File: src/rtl/image_stream_reader_if.sv
// ============================================================================
// Module   : image_stream_reader_if
// Purpose  : Valid/ready pixel-word stream between the reader and its sink.
// Revision : 1.0 - initial release
// ============================================================================
`default_nettype none

interface image_stream_reader_if #(
  parameter int WORD_WIDTH = 8
);
  logic                  valid;
  logic [WORD_WIDTH-1:0] data;
  logic                  last;
  logic                  ready;

  modport master (output valid, data, last, input ready);
  modport slave  (input valid, data, last, output ready);
endinterface

`default_nettype wire

File: src/rtl/image_stream_reader.sv
// ============================================================================
// Module   : image_stream_reader
// Purpose  : Reads width*height*transfers words from memory and streams them.
// Revision : 1.0 - initial release
// ============================================================================
`default_nettype none

module image_stream_reader #(
  parameter int WORD_WIDTH     = 8,
  parameter int MAX_IMG_WIDTH  = 128,
  parameter int MAX_IMG_HEIGHT = 128,
  parameter int MAX_TRANSFERS  = 512,
  parameter int ADDR_WIDTH     = 16
) (
  input  logic                             i_clk,
  input  logic                             i_reset_n,
  input  logic                             i_start,
  input  logic                             i_pad,
  input  logic [WORD_WIDTH-1:0]            i_pad_val,
  input  logic [$clog2(MAX_IMG_WIDTH):0]   i_width,
  input  logic [$clog2(MAX_IMG_HEIGHT):0]  i_height,
  input  logic [$clog2(MAX_TRANSFERS):0]   i_transfers,
  input  logic [ADDR_WIDTH-1:0]            i_base_addr,
  output logic                             o_busy,
  output logic                             o_done,
  output logic                             o_mem_rd_en,
  output logic [ADDR_WIDTH-1:0]            o_mem_addr,
  input  logic [WORD_WIDTH-1:0]            i_mem_rd_data,
  output logic                             o_load_param,
  output logic                             o_pad,
  output logic [WORD_WIDTH-1:0]            o_pad_val,
  output logic [$clog2(MAX_IMG_WIDTH):0]   o_width,
  output logic [$clog2(MAX_IMG_HEIGHT):0]  o_height,
  output logic [$clog2(MAX_TRANSFERS):0]   o_transfers,
  image_stream_reader_if.master            strm
);

  localparam int TOT_W = $clog2(MAX_IMG_WIDTH * MAX_IMG_HEIGHT * MAX_TRANSFERS) + 1;

  typedef enum logic [1:0] {
    IDLE   = 2'd0,
    LOAD   = 2'd1,
    STREAM = 2'd2,
    DONE   = 2'd3
  } state_t;

  state_t state, state_nxt;

  logic [TOT_W-1:0]      total;
  logic [TOT_W-1:0]      issued;
  logic [TOT_W-1:0]      accepted;
  logic [ADDR_WIDTH-1:0] base_addr;

  logic [WORD_WIDTH-1:0] fifo_mem [2];
  logic [1:0]            fifo_count;
  logic                  wr_ptr;
  logic                  rd_ptr;
  logic                  inflight;

  logic                  start_accept;
  logic                  issue;
  logic                  valid;
  logic                  pop;
  logic                  last_word;
  logic [1:0]            occupancy;
  logic [WORD_WIDTH-1:0] head;

  always_ff @(posedge i_clk) begin
    if (!i_reset_n) state <= IDLE;
    else            state <= state_nxt;
  end

  // The word returning from memory this cycle counts as a FIFO entry, so an
  // empty store falls through to i_mem_rd_data and a word appears with no
  // extra register stage.
  always_comb begin
    state_nxt    = state;
    start_accept = 1'b0;
    issue        = 1'b0;
    valid        = (fifo_count != 2'd0) || inflight;
    pop          = valid && strm.ready;
    occupancy    = fifo_count + {1'b0, inflight} - {1'b0, pop};
    last_word    = valid && (accepted == total - TOT_W'(1));
    o_busy       = (state != IDLE);
    o_done       = (state == DONE);
    o_load_param = (state == LOAD);
    case (state)
      IDLE: begin
        if (i_start) begin
          start_accept = 1'b1;
          state_nxt    = LOAD;
        end
      end
      LOAD: state_nxt = STREAM;
      STREAM: begin
        issue = (issued < total) && (occupancy < 2'd2);
        if (pop && last_word) state_nxt = DONE;
      end
      DONE: state_nxt = IDLE;
      default: state_nxt = IDLE;
    endcase
  end

  always_ff @(posedge i_clk) begin
    if (!i_reset_n) begin
      o_pad       <= 1'b0;
      o_pad_val   <= '0;
      o_width     <= '0;
      o_height    <= '0;
      o_transfers <= '0;
      base_addr   <= '0;
      total       <= '0;
      issued      <= '0;
      accepted    <= '0;
      inflight    <= 1'b0;
      fifo_count  <= 2'd0;
      wr_ptr      <= 1'b0;
      rd_ptr      <= 1'b0;
    end else begin
      if (start_accept) begin
        o_pad       <= i_pad;
        o_pad_val   <= i_pad_val;
        o_width     <= i_width;
        o_height    <= i_height;
        o_transfers <= i_transfers;
        base_addr   <= i_base_addr;
        issued      <= '0;
        accepted    <= '0;
      end
      if (state == LOAD)
        total <= TOT_W'(o_width) * TOT_W'(o_height) * TOT_W'(o_transfers);
      if (issue) issued <= issued + TOT_W'(1);
      inflight <= issue;
      if (inflight) wr_ptr <= ~wr_ptr;
      if (pop) begin
        rd_ptr   <= ~rd_ptr;
        accepted <= accepted + TOT_W'(1);
      end
      fifo_count <= occupancy;
    end
  end

  always_ff @(posedge i_clk) begin
    if (inflight) fifo_mem[wr_ptr] <= i_mem_rd_data;
  end

  assign head        = (fifo_count == 2'd0) ? i_mem_rd_data : fifo_mem[rd_ptr];
  assign o_mem_rd_en = issue;
  assign o_mem_addr  = issue ? (base_addr + ADDR_WIDTH'(issued)) : '0;
  assign strm.valid  = valid;
  assign strm.data   = valid ? head : '0;
  assign strm.last   = last_word;

endmodule

`default_nettype wire
File: src/flat_wrapper.sv
// flat-port wrapper written by rule: the top's interface ports become plain ports
module image_stream_reader_flat 
#(
  parameter int WORD_WIDTH     = 8,
  parameter int MAX_IMG_WIDTH  = 128,
  parameter int MAX_IMG_HEIGHT = 128,
  parameter int MAX_TRANSFERS  = 512,
  parameter int ADDR_WIDTH     = 16
)
  (i_clk, i_reset_n, i_start, i_pad, i_pad_val, i_width, i_height, i_transfers, i_base_addr, o_busy, o_done, o_mem_rd_en, o_mem_addr, i_mem_rd_data, o_load_param, o_pad, o_pad_val, o_width, o_height, o_transfers, strm_valid, strm_data, strm_last, strm_ready);
  image_stream_reader_if #(.WORD_WIDTH(WORD_WIDTH)) strm_i ();
  input  logic i_clk;
  input  logic i_reset_n;
  input  logic i_start;
  input  logic i_pad;
  input  logic [WORD_WIDTH-1:0] i_pad_val;
  input  logic [$clog2(MAX_IMG_WIDTH):0] i_width;
  input  logic [$clog2(MAX_IMG_HEIGHT):0] i_height;
  input  logic [$clog2(MAX_TRANSFERS):0] i_transfers;
  input  logic [ADDR_WIDTH-1:0] i_base_addr;
  output logic o_busy;
  output logic o_done;
  output logic o_mem_rd_en;
  output logic [ADDR_WIDTH-1:0] o_mem_addr;
  input  logic [WORD_WIDTH-1:0] i_mem_rd_data;
  output logic o_load_param;
  output logic o_pad;
  output logic [WORD_WIDTH-1:0] o_pad_val;
  output logic [$clog2(MAX_IMG_WIDTH):0] o_width;
  output logic [$clog2(MAX_IMG_HEIGHT):0] o_height;
  output logic [$clog2(MAX_TRANSFERS):0] o_transfers;
  output wire logic [$bits(strm_i.valid)-1:0] strm_valid;
  output wire logic [$bits(strm_i.data)-1:0] strm_data;
  output wire logic [$bits(strm_i.last)-1:0] strm_last;
  input wire logic [$bits(strm_i.ready)-1:0] strm_ready;
  assign strm_valid = strm_i.valid;
  assign strm_data = strm_i.data;
  assign strm_last = strm_i.last;
  assign strm_i.ready = strm_ready;
  image_stream_reader #(.WORD_WIDTH(WORD_WIDTH), .MAX_IMG_WIDTH(MAX_IMG_WIDTH), .MAX_IMG_HEIGHT(MAX_IMG_HEIGHT), .MAX_TRANSFERS(MAX_TRANSFERS), .ADDR_WIDTH(ADDR_WIDTH)) u_core (.i_clk(i_clk), .i_reset_n(i_reset_n), .i_start(i_start), .i_pad(i_pad), .i_pad_val(i_pad_val), .i_width(i_width), .i_height(i_height), .i_transfers(i_transfers), .i_base_addr(i_base_addr), .o_busy(o_busy), .o_done(o_done), .o_mem_rd_en(o_mem_rd_en), .o_mem_addr(o_mem_addr), .i_mem_rd_data(i_mem_rd_data), .o_load_param(o_load_param), .o_pad(o_pad), .o_pad_val(o_pad_val), .o_width(o_width), .o_height(o_height), .o_transfers(o_transfers), .strm(strm_i));
endmodule
File: config.mk
export PLATFORM = sky130hd
export DESIGN_NAME = image_stream_reader_flat
export DESIGN_NICKNAME = d
export VERILOG_FILES = /design/src/rtl/image_stream_reader_if.sv /design/src/rtl/image_stream_reader.sv /design/src/flat_wrapper.sv
export SDC_FILE = /design/constraint.sdc
export NUM_CORES = 1
export LEC_CHECK = 0
export CAP_MARGIN = 20
export CORE_MARGIN = 3
export CORE_UTILIZATION = 60
export CTS_CLUSTER_DIAMETER = 100
export CTS_CLUSTER_SIZE = 10
export DETAILED_ROUTE_END_ITERATION = 16
export DONT_BUFFER_PORTS = 1
export HOLD_SLACK_MARGIN = 0.05
export PLACE_DENSITY = 0.76
export SLEW_MARGIN = 0
export SYNTH_ARGS = -nofsm -noshare
export SYNTH_HDL_FRONTEND = slang
export SYNTH_SLANG_ARGS = --single-unit
export TNS_END_PERCENT = 100
File: constraint.sdc
create_clock -name i_clk -period 14.2 [get_ports i_clk]
set_input_delay 2.84 -clock i_clk [delete_from_list [all_inputs] [get_ports i_clk]]
set_output_delay 2.84 -clock i_clk [all_outputs]
set_load 0.01 [all_outputs]
==> flow_metrics.tcl, run 1 <==
set metrics [dict create \
    arrival_ns 10.47 \
    io_pins 128 \
    dr.pass1.iters 8 \
    remaining_drc_errors 0 \
    ys_seq_area_frac 0.209 \
    dp_hpwl_um 27300 \
    cp_slowest_stage_delay_ns 0.74 \
    clockBufferDepth 2 \
    htree_levels 4 \
    routed_wl_um 35400 \
    cpMaxStageDelayCell "dfxtp_1" \
    ir_drop_v 0.000107 \
    required_ns 14.48 \
    grt-ovfl-total 0 \
    clkLatencyLatePin_ns 0.42 \
    hp-class "flop to flop" \
    cts_buffers 17 \
    ys_warn_count 0 \
    die_h_um 163 \
    path_clk_slew_ns 0.06 \
    max-cap-violations 0 \
    io_buffers 0 \
    nets 2077 \
    postCtsSetupBuffers 0 \
    path_delay_family "adder cells" \
    fin_skew_ns 0.0142 \
    area_growth_syn_to_layout_pct 5.44 \
    wl_met3_um 2740 \
    cts_hold_buf 0 \
    status "finished clean" \
    multi_input_area_um2 10700 \
    met2_length_um 16700 \
    tritoncts "built" \
    vias 12200 \
    avgSynthCellArea_um2 8.37 \
    hold_violations 0 \
    n_fill_cell 1981 \
    r2r-end "u_core.total[23]$_SDFFE_PN0P_" \
    synthCells 1772 \
    worst-slew-pin-transition_ns 1.10 \
    grt_pass1_wl_um 59500 \
    ys_types 61 \
    cp-start-kind "flop" \
    fin_crit_ns 10.19 \
    p_leak_nw 7.17 \
    wl_per_cell_um 17.2 \
    grt_pass1_vias 12200 \
    fin_crit_sh 0.718 \
    vias_per_cell 5.90 \
    design_area_um2 15600 \
    endpoint_kind "flop" \
    min-delay-start "u_core.base_addr[13]$_SDFFE_PN0P_" \
    critPathMaxFanout 19 \
    drt-met1-wl_um 15400 \
    synth_edf_count 16 \
    dp_cells 2031 \
    cts_resized 0 \
    grt_antenna_before_repair 0 \
    clkSinkCount 147 \
    cp_num_buf_inv 6 \
    drive_gt1_frac 0.0361 \
    r2r-start "u_core.o_width[0]$_SDFFE_PN0P_" \
    synth_area_um2 14800 \
    hold_path_depth 2 \
    n_antenna_cell 0 \
    routed.top_layer "met4" \
    globalRouteTotalUtil 0.274 \
    die_area_um2 26600 \
    synth_ff_type "dfxtp_1" \
    ys_async_sr_fraction 0 \
    syn_nets 2117 \
    rsz0062_at_grt "no" \
    antenna_left 0 \
    max_freq_mhz 98.1 \
    grt_start_max_net_pins 55 \
    gp_congestion 0.868 \
    r2r_slack_ns 4.01 \
    place_area_um2 15000 \
    path_class "flop to flop" \
    setup_violations 0 \
    setup_tns_ns 0 \
    stdcell_count 2063 \
    first_iter_violations 1001 \
    holdPathEnd "u_core.base_addr[13]$_SDFFE_PN0P_" \
    root_buffer "clkbuf_16" \
    core_um2 23900 \
    reg2reg_depth 35 \
    relSlewSlack 0.250 \
    finalMaxSlewViolations 0 \
    layout_commonest_cell "nand2_1" \
    initial_core_util 0.621 \
    ys_seq_elements 147 \
    cp_common_cell "fa_1" \
    seq_area_um2 3100 \
    mostFrequentLayoutCells "nand2_1 (257), inv_1 (212), fa_1 (146), ha_1 (136), dfxtp_1 (131)" \
    num_rows 56 \
    power_density_nw_per_um2 102 \
    fp.dieW_um 163 \
]
## cell type report
| class | instances | share of cell area |
|---|---|---|
| clock buffer | 24 | 0.0322 |
| inverter | 213 | 0.0512 |
| timing repair buffer | 9 | 0.00416 |
| sequential | 147 | 0.198 |
| clock inverter | 7 | 0.00608 |
| multi-input combinational | 1344 | 0.682 |
| tap | 319 | 0.0255 |
## tightest hold or removal path: cells and delay by family (launching register included)
kind | cells | cell delay (ns)
DFF | 1 | 0.31
and+or+nand+nor | 1 | 0.05
AOI/OAI and AO/OA | 1 | 0.05
## cell usage after synthesis (3+ instances only)
| cell type | number | area share |
|---|---|---|
| nor2b_1 | 11 | 0.0046 |
| mux2_2 | 9 | 0.0068 |
| clkbuf_1 | 65 | 0.016 |
| nor4_1 | 8 | 0.0034 |
| o211ai_1 | 3 | 0.0015 |
| and2_1 | 127 | 0.054 |
| a21o_1 | 23 | 0.012 |
| nand3_1 | 53 | 0.018 |
| nor3b_1 | 8 | 0.0041 |
| nor2_1 | 96 | 0.024 |
| dfxtp_1 | 131 | 0.18 |
| or2_2 | 5 | 0.0021 |
| mux2i_1 | 27 | 0.018 |
| a31o_2 | 3 | 0.0018 |
| nor3_1 | 23 | 0.0078 |
| a211oi_1 | 12 | 0.0061 |
| o21a_1 | 11 | 0.0056 |
| or3_1 | 7 | 0.0030 |
| xor2_1 | 35 | 0.021 |
| a41oi_1 | 3 | 0.0018 |
| o22ai_1 | 10 | 0.0042 |
| nand4_1 | 16 | 0.0068 |
| nand2_1 | 258 | 0.065 |
| and4_1 | 5 | 0.0030 |
| o21bai_1 | 7 | 0.0035 |
| inv_1 | 213 | 0.054 |
| edfxtp_1 | 16 | 0.032 |
| and3_1 | 29 | 0.012 |
| o22a_1 | 5 | 0.0030 |
| a31oi_1 | 8 | 0.0034 |
| xnor2_1 | 52 | 0.031 |
| nand2b_1 | 5 | 0.0021 |
| ha_1 | 136 | 0.11 |
| a21oi_1 | 108 | 0.036 |
| fa_1 | 146 | 0.20 |
| a2111oi_0 | 4 | 0.0024 |
| o21ai_0 | 63 | 0.021 |
## worst max-delay path by stage
stage,from,cells past startpoint,slack [ns],to
after floorplan,u_core.o_width[0]$_SDFFE_PN0P_,36,5.21,u_core.total[23]$_SDFFE_PN0P_
after global placement,u_core.o_height[7]$_SDFFE_PN0P_,35,4.53,u_core.total[23]$_SDFFE_PN0P_
after detailed placement,u_core.o_width[0]$_SDFFE_PN0P_,35,4.12,u_core.total[23]$_SDFFE_PN0P_
after CTS,u_core.o_width[0]$_SDFFE_PN0P_,35,4.09,u_core.total[23]$_SDFFE_PN0P_
after global routing,u_core.o_width[0]$_SDFFE_PN0P_,35,3.37,u_core.total[23]$_SDFFE_PN0P_
final,u_core.o_width[0]$_SDFFE_PN0P_,35,4.01,u_core.total[23]$_SDFFE_PN0P_
## per-layer routing
metal | GRT usage | vias up
met5 | 0 | -
met4 | 0.0677 | 0
met3 | 0.0631 | 57
met2 | 0.458 | 464
met1 | 0.363 | 5890
li1 | - | 5754
## stage by stage
step                      total power [mW]  utilization  setup slack (ns)  hold slack (ns)
final                                 1.60        0.654              4.01            0.463
after detailed placement              1.14        0.629              4.12            0.454
after floorplan                      0.988            -              5.21            0.441
after CTS                             1.60        0.654              4.09            0.464
after global placement                1.12        0.629              4.53            0.451
after global routing                  1.71        0.654              3.37            0.489
## registers in the layout, summed over array words and instances, names as in the netlist, named ones only
| signal | cells |
|---|---|
| u_core.accepted | 24 |
| u_core.base_addr | 16 |
| u_core.fifo_count | 2 |
| u_core.fifo_mem | 16 |
| u_core.inflight | 1 |
| u_core.issued | 24 |
| u_core.o_height | 8 |
| u_core.o_pad | 1 |
| u_core.o_pad_val | 8 |
| u_core.o_transfers | 10 |
| u_core.o_width | 8 |
| u_core.rd_ptr | 1 |
| u_core.state | 2 |
| u_core.total | 24 |
| u_core.wr_ptr | 1 |
## where the power goes
group | internal (mW) | leakage (nW) | switching, mW
clock | 0.284 | 0.291 | 0.177
combinational | 0.215 | 5.67 | 0.374
sequential | 0.463 | 1.21 | 0.0899
## cell families (layout without fill, tap and decap cells)
| logic type | after synthesis | after routing | share of synthesized area |
|---|---|---|---|
| simple gates | 664 | 664 | 0.218 |
| fa+ha+maj | 282 | 282 | 0.312 |
| buf+inv | 281 | 253 | 0.0718 |
| compound gates | 275 | 275 | 0.112 |
| flops | 147 | 147 | 0.209 |
| xor+xnor | 87 | 87 | 0.0514 |
| mux | 36 | 36 | 0.0251 |
(Power assumes the default switching activity.)
==> inputs of run 2 (changes only) <==
--- a/config.mk
+++ b/config.mk
@@ -13,7 +13,7 @@
 export DETAILED_ROUTE_END_ITERATION = 16
 export DONT_BUFFER_PORTS = 1
 export HOLD_SLACK_MARGIN = 0.05
-export PLACE_DENSITY = 0.76
+export PLACE_DENSITY = 0.79
 export SLEW_MARGIN = 0
 export SYNTH_ARGS = -nofsm -noshare
 export SYNTH_HDL_FRONTEND = slang
==> constraint.sdc (replaced) <==
create_clock -name i_clk -period 9.2 [get_ports i_clk]
set_input_delay 1.84 -clock i_clk [delete_from_list [all_inputs] [get_ports i_clk]]
set_output_delay 1.84 -clock i_clk [all_outputs]
set_load 0.01 [all_outputs]
==> run 2 against run 1 <==
Compared with the run above: count of clock-buffer cells in the layout shrank 4; sequential share of layout area decreased by 0.58 points; critical path depth stayed put; clock skew down 0.0013 ns; global-route usage increased by 1.5 points; final cell count is 2.1% higher; via count up 3.5%; clock power increased by 55%; sequential power increased by 52%; maximum frequency up 13%; critical endpoint unchanged; largest cell class unchanged; largest power group unchanged.
==> flow_metrics.tcl, run 2 (same netlist as run 1, synthesis figures left out) <==
set metrics [dict create \
    r2r-start "u_core.o_height[2]$_SDFFE_PN0P_" \
    ir_drop_v 0.000174 \
    hp-class "flop to flop" \
    wl_per_cell_um 18.2 \
    hold_violations 0 \
    required_ns 9.51 \
    nets 2120 \
    fin_crit_sh 0.979 \
    fp.dieW_um 163 \
    initial_core_util 0.621 \
    grt_pass1_vias 12600 \
    mostFrequentLayoutCells "nand2_1 (255), inv_1 (206), fa_1 (146), ha_1 (126), and2_1 (124)" \
    path_clk_slew_ns 0.07 \
    crit_start "u_core.o_height[2]$_SDFFE_PN0P_" \
    place_area_um2 15300 \
    fin_crit_ns 9.01 \
    vias 12600 \
    status "finished clean" \
    setup_violations 0 \
    io_buffers 0 \
    cp_common_cell "fa_1" \
    vias_per_cell 5.97 \
    cts_buffers 17 \
    setup_tns_ns 0 \
    worst_slack_ns 0.191 \
    max_freq_mhz 111 \
    remaining_drc_errors 0 \
    layout_commonest_cell "nand2_1" \
    first_iter_violations 880 \
    relSlewSlack 0.299 \
    endpoint_kind "flop" \
    grt_pass1_wl_um 62300 \
    globalRouteTotalUtil 0.289 \
    design_area_um2 16200 \
    total_power_mw 2.56 \
    htree_levels 4 \
    clockBufferDepth 2 \
    gp_congestion 0.914 \
    dp_hpwl_um 28300 \
    cp-start-kind "flop" \
    hold_slack_ns 0.463 \
    cpMaxStageDelayCell "fa_1" \
    dr.pass1.iters 5 \
    root_buffer "clkbuf_16" \
    min-delay-start "u_core.base_addr[4]$_SDFFE_PN0P_" \
    die_area_um2 26600 \
    cts_hold_buf 0 \
    cp_slowest_stage_delay_ns 0.56 \
    arrival_ns 9.32 \
    drive_gt1_frac 0.0917 \
    finalMaxSlewViolations 0 \
    area_growth_syn_to_layout_pct 9.57 \
    dp_slack_ns -0.107 \
    fin_util 0.680 \
    critPathMaxFanout 7 \
    core_um2 23900 \
    path_class "flop to flop" \
    grt_start_max_net_pins 56 \
    power_density_nw_per_um2 158 \
    routed_wl_um 38400 \
    grt_antenna_before_repair 0 \
    num_rows 56 \
    die_h_um 163 \
    n_fill_cell 1847 \
    antenna_left 0 \
    n_antenna_cell 0 \
    fin_skew_ns 0.0129 \
    p_leak_nw 7.41 \
    rsz0062_at_grt "yes" \
    clkSinkCount 147 \
    worst-slew-pin-transition_ns 1.05 \
    grt-ovfl-total 0 \
    reg_top3 "u_core.accepted x24, u_core.issued x24, u_core.total x24" \
    clkLatencyLatePin_ns 0.44 \
    io_pins 128 \
    max-cap-violations 0 \
    dp_cells 2062 \
    stdcell_count 2107 \
    tritoncts "built" \
]
==> run 2: cell count changes in the layout (fill, tap and decap cells not counted), sizes merged <==
cell,change
buf,+42
clkinvlp,+2
clkbuf,-3
inv,+5
bufinv,-1
clkinv,-1
==> run 2: worst max-delay path, delay by kind of cell (launching register included) <==
kind	cells	cell delay [ns]
fa+ha+maj	11	5.13
compound gates	9	1.74
xor+xnor	3	0.61
simple gates	6	0.60
buf+inv	6	0.43
flops	1	0.36
==> run 2: routing by layer <==
metal | GRT usage | vias to the layer above | part of all wire
met5 | 0 | - | 0
met3 | 0.0489 | 77 | 0.070
met2 | 0.488 | 484 | 0.49
met1 | 0.383 | 6172 | 0.42
li1 | - | 5853 | -
met4 | 0.0838 | 0 | 0.023
==> run 2: power by group <==
group	leakage (nW)	switching, mW	internal, mW
clock	0.281	0.313	0.401
combinational	5.91	0.633	0.378
sequential	1.21	0.122	0.717
==> run 2: cell type report <==
class | count | area (um^2) | area share
flip-flops and latches | 147 | 3130 | 0.193
repair buffers | 52 | 392 | 0.0241
multi-input cells | 1344 | 10900 | 0.673
clock inverters | 12 | 119 | 0.00732
well taps | 319 | 399 | 0.0246
inverters | 213 | 801 | 0.0493
clock buffers | 20 | 468 | 0.0288
==> run 2: timing repair <==
item                       4_1_cts  5_1_grt
pin swaps                        1       41
setup endpoints to repair        2        7
gates resized for setup          6       68
gates cloned                     0        0
setup buffers                    0       12
==> run 2: worst paths after layout <==
check / to / slack (ns) / cells after the start
max: u_core.total[23]$_SDFFE_PN0P_ / 0.19 / 35
min: u_core.base_addr[4]$_SDFFE_PN0P_ / 0.46 / 2
max reg2reg: u_core.total[23]$_SDFFE_PN0P_ / 0.19 / 35
min reg2reg: u_core.base_addr[4]$_SDFFE_PN0P_ / 0.46 / 2
